[src/rtl/lc3b_types.sv]
// Shared LC-3b cache types: controller state encoding and cache geometry.
// Pure declarations; no timing or flow-control behaviour.
package lc3b_types;

  typedef enum logic [1:0] {
    CHECK     = 2'd0,
    WRITEBACK = 2'd1,
    FILL      = 2'd2
  } cache_state_t;

  localparam int WAYS       = 2;
  localparam int LINE_WORDS = 8;

  // One-hot per-way enable from a way index.
  function automatic logic [WAYS-1:0] way_onehot(input logic way);
    logic [WAYS-1:0] oh;
    oh      = '0;
    oh[way] = 1'b1;
    return oh;
  endfunction

endpackage

[src/rtl/sat_counter.sv]
// Saturating event counter with synchronous active-low clear; +1 per cycle with inc, 1-cycle update.
// No backpressure: holds at all-ones instead of wrapping.
module sat_counter #(
  parameter int CNT_W = 16
) (
  input  logic             clk,
  input  logic             rst_n,
  input  logic             inc,
  output logic [CNT_W-1:0] count
);

  always_ff @(posedge clk) begin
    if (!rst_n) begin
      count <= '0;
    end else if (inc && (count != {CNT_W{1'b1}})) begin
      count <= count + CNT_W'(1);
    end
  end

endmodule

[src/rtl/cache_control.sv]
// L1 cache control FSM (2-way, write-back, write-allocate); hits answer in the request cycle.
// CPU is held via mem_resp; pmem transactions run until pmem_resp even if the CPU request drops.
module cache_control
  import lc3b_types::*;
#(
  parameter int CNT_W = 16
) (
  input  logic             clk,
  input  logic             rst_n,
  input  logic             mem_read,
  input  logic             mem_write,
  input  logic             hit0,
  input  logic             hit1,
  input  logic             lru,
  input  logic             victim_dirty,
  input  logic             pmem_resp,
  output logic             mem_resp,
  output logic             pmem_read,
  output logic             pmem_write,
  output logic             pmem_addr_sel,
  output logic             way_sel,
  output logic [1:0]       load_data,
  output logic             load_tag,
  output logic             set_valid,
  output logic [1:0]       set_dirty,
  output logic             clear_dirty,
  output logic             load_lru,
  output logic [CNT_W-1:0] hit_count,
  output logic [CNT_W-1:0] miss_count
);

  cache_state_t state, state_next;
  logic         request;
  logic         hit;
  logic         hit_way;
  logic         hit_inc;
  logic         miss_inc;

  assign request = mem_read | mem_write;
  assign hit     = hit0 | hit1;
  // Both ways matching is illegal; resolve towards way 0.
  assign hit_way = hit1 & ~hit0;

  always_ff @(posedge clk) begin
    if (!rst_n) begin
      state <= CHECK;
    end else begin
      state <= state_next;
    end
  end

  always_comb begin
    state_next    = state;
    mem_resp      = 1'b0;
    pmem_read     = 1'b0;
    pmem_write    = 1'b0;
    pmem_addr_sel = 1'b0;
    way_sel       = 1'b0;
    load_data     = 2'b00;
    load_tag      = 1'b0;
    set_valid     = 1'b0;
    set_dirty     = 2'b00;
    clear_dirty   = 1'b0;
    load_lru      = 1'b0;
    hit_inc       = 1'b0;
    miss_inc      = 1'b0;

    unique case (state)
      CHECK: begin
        if (request) begin
          if (hit) begin
            mem_resp = 1'b1;
            way_sel  = hit_way;
            load_lru = 1'b1;
            hit_inc  = 1'b1;
            if (mem_write) begin
              load_data = way_onehot(hit_way);
              set_dirty = way_onehot(hit_way);
            end
          end else begin
            miss_inc   = 1'b1;
            state_next = victim_dirty ? WRITEBACK : FILL;
          end
        end
      end

      WRITEBACK: begin
        pmem_write    = 1'b1;
        pmem_addr_sel = 1'b1;
        way_sel       = lru;
        if (pmem_resp) begin
          clear_dirty = 1'b1;
          state_next  = FILL;
        end
      end

      FILL: begin
        pmem_read = 1'b1;
        way_sel   = lru;
        // Fresh line lands clean; the re-check in CHECK applies any write.
        if (pmem_resp) begin
          load_data   = way_onehot(lru);
          load_tag    = 1'b1;
          set_valid   = 1'b1;
          clear_dirty = 1'b1;
          state_next  = CHECK;
        end
      end

      default: state_next = CHECK;
    endcase
  end

  sat_counter #(.CNT_W(CNT_W)) u_hit_counter (
    .clk   (clk),
    .rst_n (rst_n),
    .inc   (hit_inc),
    .count (hit_count)
  );

  sat_counter #(.CNT_W(CNT_W)) u_miss_counter (
    .clk   (clk),
    .rst_n (rst_n),
    .inc   (miss_inc),
    .count (miss_count)
  );

endmodule

[config.mk]
export PLATFORM = sky130hd
export DESIGN_NAME = cache_control
export DESIGN_NICKNAME = d
export VERILOG_FILES = /design/src/rtl/lc3b_types.sv /design/src/rtl/sat_counter.sv /design/src/rtl/cache_control.sv
export SDC_FILE = /design/constraint.sdc
export NUM_CORES = 1
export LEC_CHECK = 0
export BUFFER_PORTS_ARGS = -buffer_cell sky130_fd_sc_hd__buf_4
export CORE_UTILIZATION = 30
export CTS_CLUSTER_SIZE = 30
export DETAILED_ROUTE_END_ITERATION = 8
export HOLD_SLACK_MARGIN = 0.08
export PLACE_DENSITY = 0.61
export SLEW_MARGIN = 10
export SYNTH_ARGS = -nofsm -noshare
export SYNTH_HDL_FRONTEND = slang
export SYNTH_SLANG_ARGS = --single-unit
[constraint.sdc]
create_clock -name clk -period 3.5 [get_ports clk]
set_input_delay 0.7 -clock clk [delete_from_list [all_inputs] [get_ports clk]]
set_output_delay 0.7 -clock clk [all_outputs]
set_load 0.005 [all_outputs]
[Yosys cells after proc, flatten, opt, wreduce, memory -nomap -nowiden]
Cells that the tools add are included.
Widths: inputs -> output; s select.
Word-level totals
  bits in registers: 34
  latch bits: 0
  RAM bits: 0
  memory bits (read-only): 0
  input bits: 9
  output and inout bits: 45
  logic and storage cells: 58
  memories: 0
Cells by class
  add/subtract/negate cells: 2
  multiply operators: 0
  divide/modulo/power cells: 0
  $lt $le $gt $ge: 4
  equal/unequal tests: 8
  shift-type cells: 0
  muxes and demuxes: 30
  bitwise gates (word level): 4
  reductions and logical operators: 7
Operators by type and width (number)
  $add 16x1->16 const B: 2
  $ne 16x16->1 const B: 2
  $mux 2: 10
  $mux 1: 15
  $ne 2x2->1 const B: 4
  $pmux 2 s3: 1
  $logic_and 1x1->1: 4
  $lt 1x2->1 const B: 2
  $pmux 2 s2: 1
  $reduce_and 4->1: 1
  $demux 1 s1: 2
  $eq 2x1->1 const B: 1
  $eq 2x2->1 const B: 1
  $ge 1x1->1 const B: 2
  $logic_not 2->1: 1
  $or 1x1->1: 2
  $pmux 1 s2: 1
  $reduce_or 2->1: 1
  $and 1x1->1: 1
  $not 1->1: 1

[Logic depth before layout (Yosys ltp)]
  word-level depth: 10
  depth in mapped cells: 8
  depth with buffers taken out: 8

[Hierarchy]
Synthesis repeated with hierarchy kept, for this count alone.
Unflattened totals
  cell total of the unflattened synthesis: 232
  area total of the unflattened synthesis: 1966.9 sq um
By module, submodules not included
  sat_counter: times used 2, cells an instance 97, area each 837.1 sq um, seq. area each 320.3 sq um
  cache_control: times used 1, cells an instance 38, area each 292.8 sq um, seq. area each 40.0 sq um

[Least setup slack after synthesis]
No wires, ideal clock.
  kind: input -> output
  start point: input port mem_read
  end point: output port mem_resp
  arrival time: 1.186 ns
  data required time: 2.800 ns
  setup slack: 1.614 ns
  stages on the path: 3
  cell sequence: o221ai_2 inv_2 buf_4
Between the ends
  longest elaborated chain between the ends: 3
Ends and longest elaborated chain
  start: declaration: RTL line cache_control.sv:10  | input logic mem_read,
  $or 1x1->1: RTL line cache_control.sv:39  | assign request = mem_read | mem_write;
  $mux 1 (2 in a row)
  end: declaration: RTL line cache_control.sv:17  | output logic mem_resp,
Every way passes these cells.

[Worst setup path after layout]
  start point: register state[0]
  end point: output port load_data[0]
Between the ends
  longest elaborated chain between the ends: 2
  elaborated cells between the ends (all ways): 3
Ends and longest elaborated chain
  start: declaration: RTL line cache_control.sv:32  | cache_state_t state, state_next;
  start signal: assignment: RTL line cache_control.sv:48  | state <= state_next;
  $eq 2x2->1 or $logic_not 2->1 (tied branches): RTL line cache_control.sv:68  | unique case (state)
  $pmux 2 s2 (*): RTL line cache_control.sv:68
  end: declaration: RTL line cache_control.sv:22  | output logic [1:0] load_data,
Mark *: on every way between the ends. The rest lies on a longest branch, timed or not.

==> impl_metrics.py <==
metrics = {
    "worst_hold_path": {
        "hold_path.class": "flip-flop to flip-flop",
        "worstHoldStart": "u_miss_counter.count[3]",
        "min_to": "u_miss_counter.count[3]",
        "min_path_cells": 1,
    },
    "clock_network": {
        "clock-sinks": 34,
        "cts_setup_buffers": 0,
        "cts_hold_buffers": 0,
        "post_cts_resized": 0,
        "clock_buffer_count_from_cts": 5,
        "cts.root.buffer_cell": "sky130_fd_sc_hd__clkbuf_8",
        "clockBufferDepth": 2,
        "clkTransAtPathRegs_ns": 0.07,
        "clkLatencyLatePin_ns": 0.29,
        "htree_levels": 2,
        "cts_tree": "done",
    },
    "layout": {
        "net_count_reported_at_finish": 288,
        "n_antenna_cell": 0,
        "area_occupied_by_multi_input_gates_um2": 1130,
        "layout-area-overhead-vs-synth_pct": 30.7,
        "register_area_um2": 681,
        "layout-drive-gt1-share": 0.278,
        "finish.utilization": 0.411,
        "fill_cells": 618,
    },
    "synthesis": {
        "synth_edf_count": 0,
        "mappedNetlistArea_um2": 1880,
        "synth_fp_nets": 233,
        "synth_ff_type": "sky130_fd_sc_hd__dfxtp_1",
        "avgSynthCellArea_um2": 8.64,
        "synth_seq_cells": 34,
        "ys.warnings.count": 0,
        "share_of_async_settable_or_async_resettable_flops_after_synthesis": 0,
        "synthCells": 218,
        "synth.distinct_cells": 47,
        "synth.yosys.seq_area_share": 0.361,
    },
    "worst_setup_path": {
        "ws_path_type": "flip-flop to output port",
        "critical_r2r_launch": "state[0]",
        "worst_path_max_delay_cell": "sky130_fd_sc_hd__dfxtp_1",
        "r2r_setup_slack_ns": 1.43,
        "critical_path.cell_chain": "inv_1 > ha_1 > and3_1 > a21o_1 > buf_4",
        "critPathMaxStageDelay_ns": 0.38,
        "critical_path_peak_fanout": 7,
        "cp_data_arrival_time_ns": 1.54,
        "crit-reg2reg-capture": "u_miss_counter.count[15]",
        "critPathRequiredTime_ns": 2.80,
        "worstRegToRegCells": 7,
        "worst_setup_path_end_kind": "output port",
        "timing.critical_path.from_type": "flip-flop",
    },
    "global_routing": {
        "grt_max_degree": 17,
        "initial_antenna_violation_count": 0,
        "first_global_vias": 1618,
        "global_route_wire_length_before_repair_um": 7610,
        "grt_overflow_total": 0,
        "grt_usage": 0.151,
    },
    "sta": {
        "max_freq_ghz": 0.446,
        "min_period_over_period": 0.641,
        "worst_pin_slew_ns": 0.602,
        "final.setup.tns_ns": 0,
        "setup_violations": 0,
        "relSlewSlack": 0.595,
        "clock-skew-final_ns": 0.00573,
        "period_needed_ns": 2.24,
        "hold_slack_ns": 0.506,
        "maxSlewViolCount": 0,
        "hold_violations": 0,
        "unrepaired_setup_endpoints_after_global_routing": "false",
    },
    "placed_design": {
        "dpl.hpwl_um": 3410,
        "final_replace_weighted_congestion": 0.782,
        "placement.io_buffers": 53,
    },
    "power": {
        "vdd_ir_drop_max_mv": 0.200,
        "cellLeakagePower_uw": 0.000981,
        "pwr-share-comb": 0.153,
        "switching_share": 0.248,
        "power_spent_charging_and_discharging_nets_uw": 230,
        "clockPowerShare": 0.406,
        "power_report.internal_total_uw": 696,
        "seq_power_share": 0.442,
        "power_per_cell_area_nw_per_um2": 376,
    },
    "routing": {
        "first_iter_violations": 61,
        "detail_route.wirelength_um": 4570,
        "vias_per_cell": 5.07,
        "post_drt_wl_per_cell_um": 13.1,
        "dr_total_vias": 1763,
        "drt_pre_antenna_iters": 4,
        "drt_drc_violations_left": 0,
        "route.antenna.remaining_nets": 0,
    },
    "die": {
        "die_area_um2": 6600,
        "row_count": 28,
        "dieWidth_um": 81.2,
        "die_y_um": 81.2,
        "floorplan.io_pins": 54,
        "core_area_um2": 5990,
        "initial_core_util": 0.314,
    },
    "flow_run": {
        "max_cap_viol_count": 0,
    },
    "outcome": {
        "status": "finished clean",
    },
}
Yosys cell counts, types with 2 or more instances:
master / instances / area, um2
sky130_fd_sc_hd__nand4_2: 2 / 25.0
sky130_fd_sc_hd__or3_1: 2 / 12.5
sky130_fd_sc_hd__a311oi_1: 2 / 17.5
sky130_fd_sc_hd__o21ai_0: 6 / 30.0
sky130_fd_sc_hd__nand3b_1: 2 / 15.0
sky130_fd_sc_hd__nor2_1: 25 / 93.8
sky130_fd_sc_hd__and4_1: 6 / 52.6
sky130_fd_sc_hd__inv_1: 9 / 33.8
sky130_fd_sc_hd__a211oi_1: 6 / 45.0
sky130_fd_sc_hd__nor2b_1: 2 / 12.5
sky130_fd_sc_hd__and3_1: 6 / 37.5
sky130_fd_sc_hd__nor3_2: 5 / 50.1
sky130_fd_sc_hd__nor3_1: 5 / 25.0
sky130_fd_sc_hd__dfxtp_1: 34 / 681
sky130_fd_sc_hd__o211ai_1: 2 / 15.0
sky130_fd_sc_hd__buf_4: 3 / 22.5
sky130_fd_sc_hd__a21oi_1: 7 / 35.0
sky130_fd_sc_hd__or2_1: 2 / 12.5
sky130_fd_sc_hd__xnor2_1: 13 / 114
sky130_fd_sc_hd__mux2i_1: 6 / 60.1
sky130_fd_sc_hd__nand2_1: 19 / 71.3
sky130_fd_sc_hd__nand3_1: 8 / 40.0
sky130_fd_sc_hd__and2_1: 5 / 31.3
sky130_fd_sc_hd__ha_1: 6 / 75.1
sky130_fd_sc_hd__a21o_1: 2 / 15.0
sky130_fd_sc_hd__xor2_1: 2 / 17.5
sky130_fd_sc_hd__o21bai_1: 2 / 15.0
sky130_fd_sc_hd__clkbuf_1: 3 / 11.3
sky130_fd_sc_hd__nand4_1: 8 / 50.1
cell type report:
cell class                 instances  share of cell area
sequential                        34               0.277
tap                               75              0.0381
clock inverter                     1              0.0122
clock buffer                       6              0.0336
inverter                          11              0.0168
timing repair buffer              54               0.165
multi-input combinational        167               0.458
worst max-delay path, delay by kind of cell (launching register included):
| kind | cells | cell delay [ns] |
|---|---|---|
| AOI/OAI and AO/OA | 1 | 0.15 |
| adders and majority gates | 1 | 0.29 |
| buffers and inverters | 2 | 0.21 |
| DFF | 1 | 0.38 |
| and+or+nand+nor | 1 | 0.23 |
power by group through the flow:
stage | sequential (uW) | combinational (uW) | clock [uW]
2_1_floorplan | 415 | 81.8 | 0
3_3_place_gp | 418 | 141 | 0
3_5_place_dp | 418 | 143 | 0
4_1_cts | 409 | 144 | 383
5_1_grt | 410 | 158 | 403
6_report | 409 | 141 | 375
metal layers:
metal	share of wire	global-route usage	routed length, um	vias up
met5	0	0	0	-
met4	0.013	0.0625	59	0
met3	0.040	0.0337	181	8
met2	0.45	0.238	2060	41
met1	0.50	0.198	2270	819
li1	-	-	-	895
sequential cells by signal, indices dropped and copies added, names as in the netlist:
name,flops
u_hit_counter.count,16
u_miss_counter.count,16
state,2
placed cells by master (no fill, tap or decap), types with 5 or more instances in the layout:
cell type,synthesis,routed
sky130_fd_sc_hd__and4_1,6,6
sky130_fd_sc_hd__o21ai_0,6,6
sky130_fd_sc_hd__a211oi_1,6,6
sky130_fd_sc_hd__nand2_1,19,19
sky130_fd_sc_hd__nor2_1,25,25
sky130_fd_sc_hd__nand4_1,8,8
sky130_fd_sc_hd__nor3_2,5,5
sky130_fd_sc_hd__mux2i_1,6,6
sky130_fd_sc_hd__clkbuf_8,0,6
sky130_fd_sc_hd__dfxtp_1,34,34
sky130_fd_sc_hd__nand3_1,8,8
sky130_fd_sc_hd__inv_1,9,9
sky130_fd_sc_hd__xnor2_1,13,13
sky130_fd_sc_hd__and2_1,5,5
sky130_fd_sc_hd__a21oi_1,7,7
sky130_fd_sc_hd__nor3_1,5,5
sky130_fd_sc_hd__and3_1,6,6
sky130_fd_sc_hd__ha_1,6,6
sky130_fd_sc_hd__buf_4,3,54
worst max-delay path by stage:
stage	from	to	cells after the start
floorplan	mem_read	mem_resp	3
global placement	hit1	load_data[1]	5
detailed placement	hit1	u_miss_counter.count[15]	5
CTS	state[0]	load_data[0]	5
global route	state[0]	load_data[0]	5
finish	state[0]	load_data[0]	5
through the flow:
stage | power, uW | cells | worst slack [ns] | instance area [um2]
finish | 926 | 348 | 1.26 | 2460
global route | 971 | 348 | 1.16 | 2460
CTS | 936 | 348 | 1.23 | 2460
detailed placement | 561 | 341 | 1.34 | 2350
global placement | 559 | 341 | 1.38 | 2350
floorplan | 497 | 218 | 1.61 | 1880
logic make-up (layout without fill, tap and decap cells):
kind of cell,Yosys count,in the layout,share of synthesized area
muxes,6,6,0.0319
and+or+nand+nor,104,104,0.320
adders and majority gates,6,6,0.0399
DFF,34,34,0.361
xor gates and xnor gates,15,15,0.0698
AOI/OAI and AO/OA,36,36,0.138
buffers and inverters,17,72,0.0399
(Power assumes the default switching activity.)
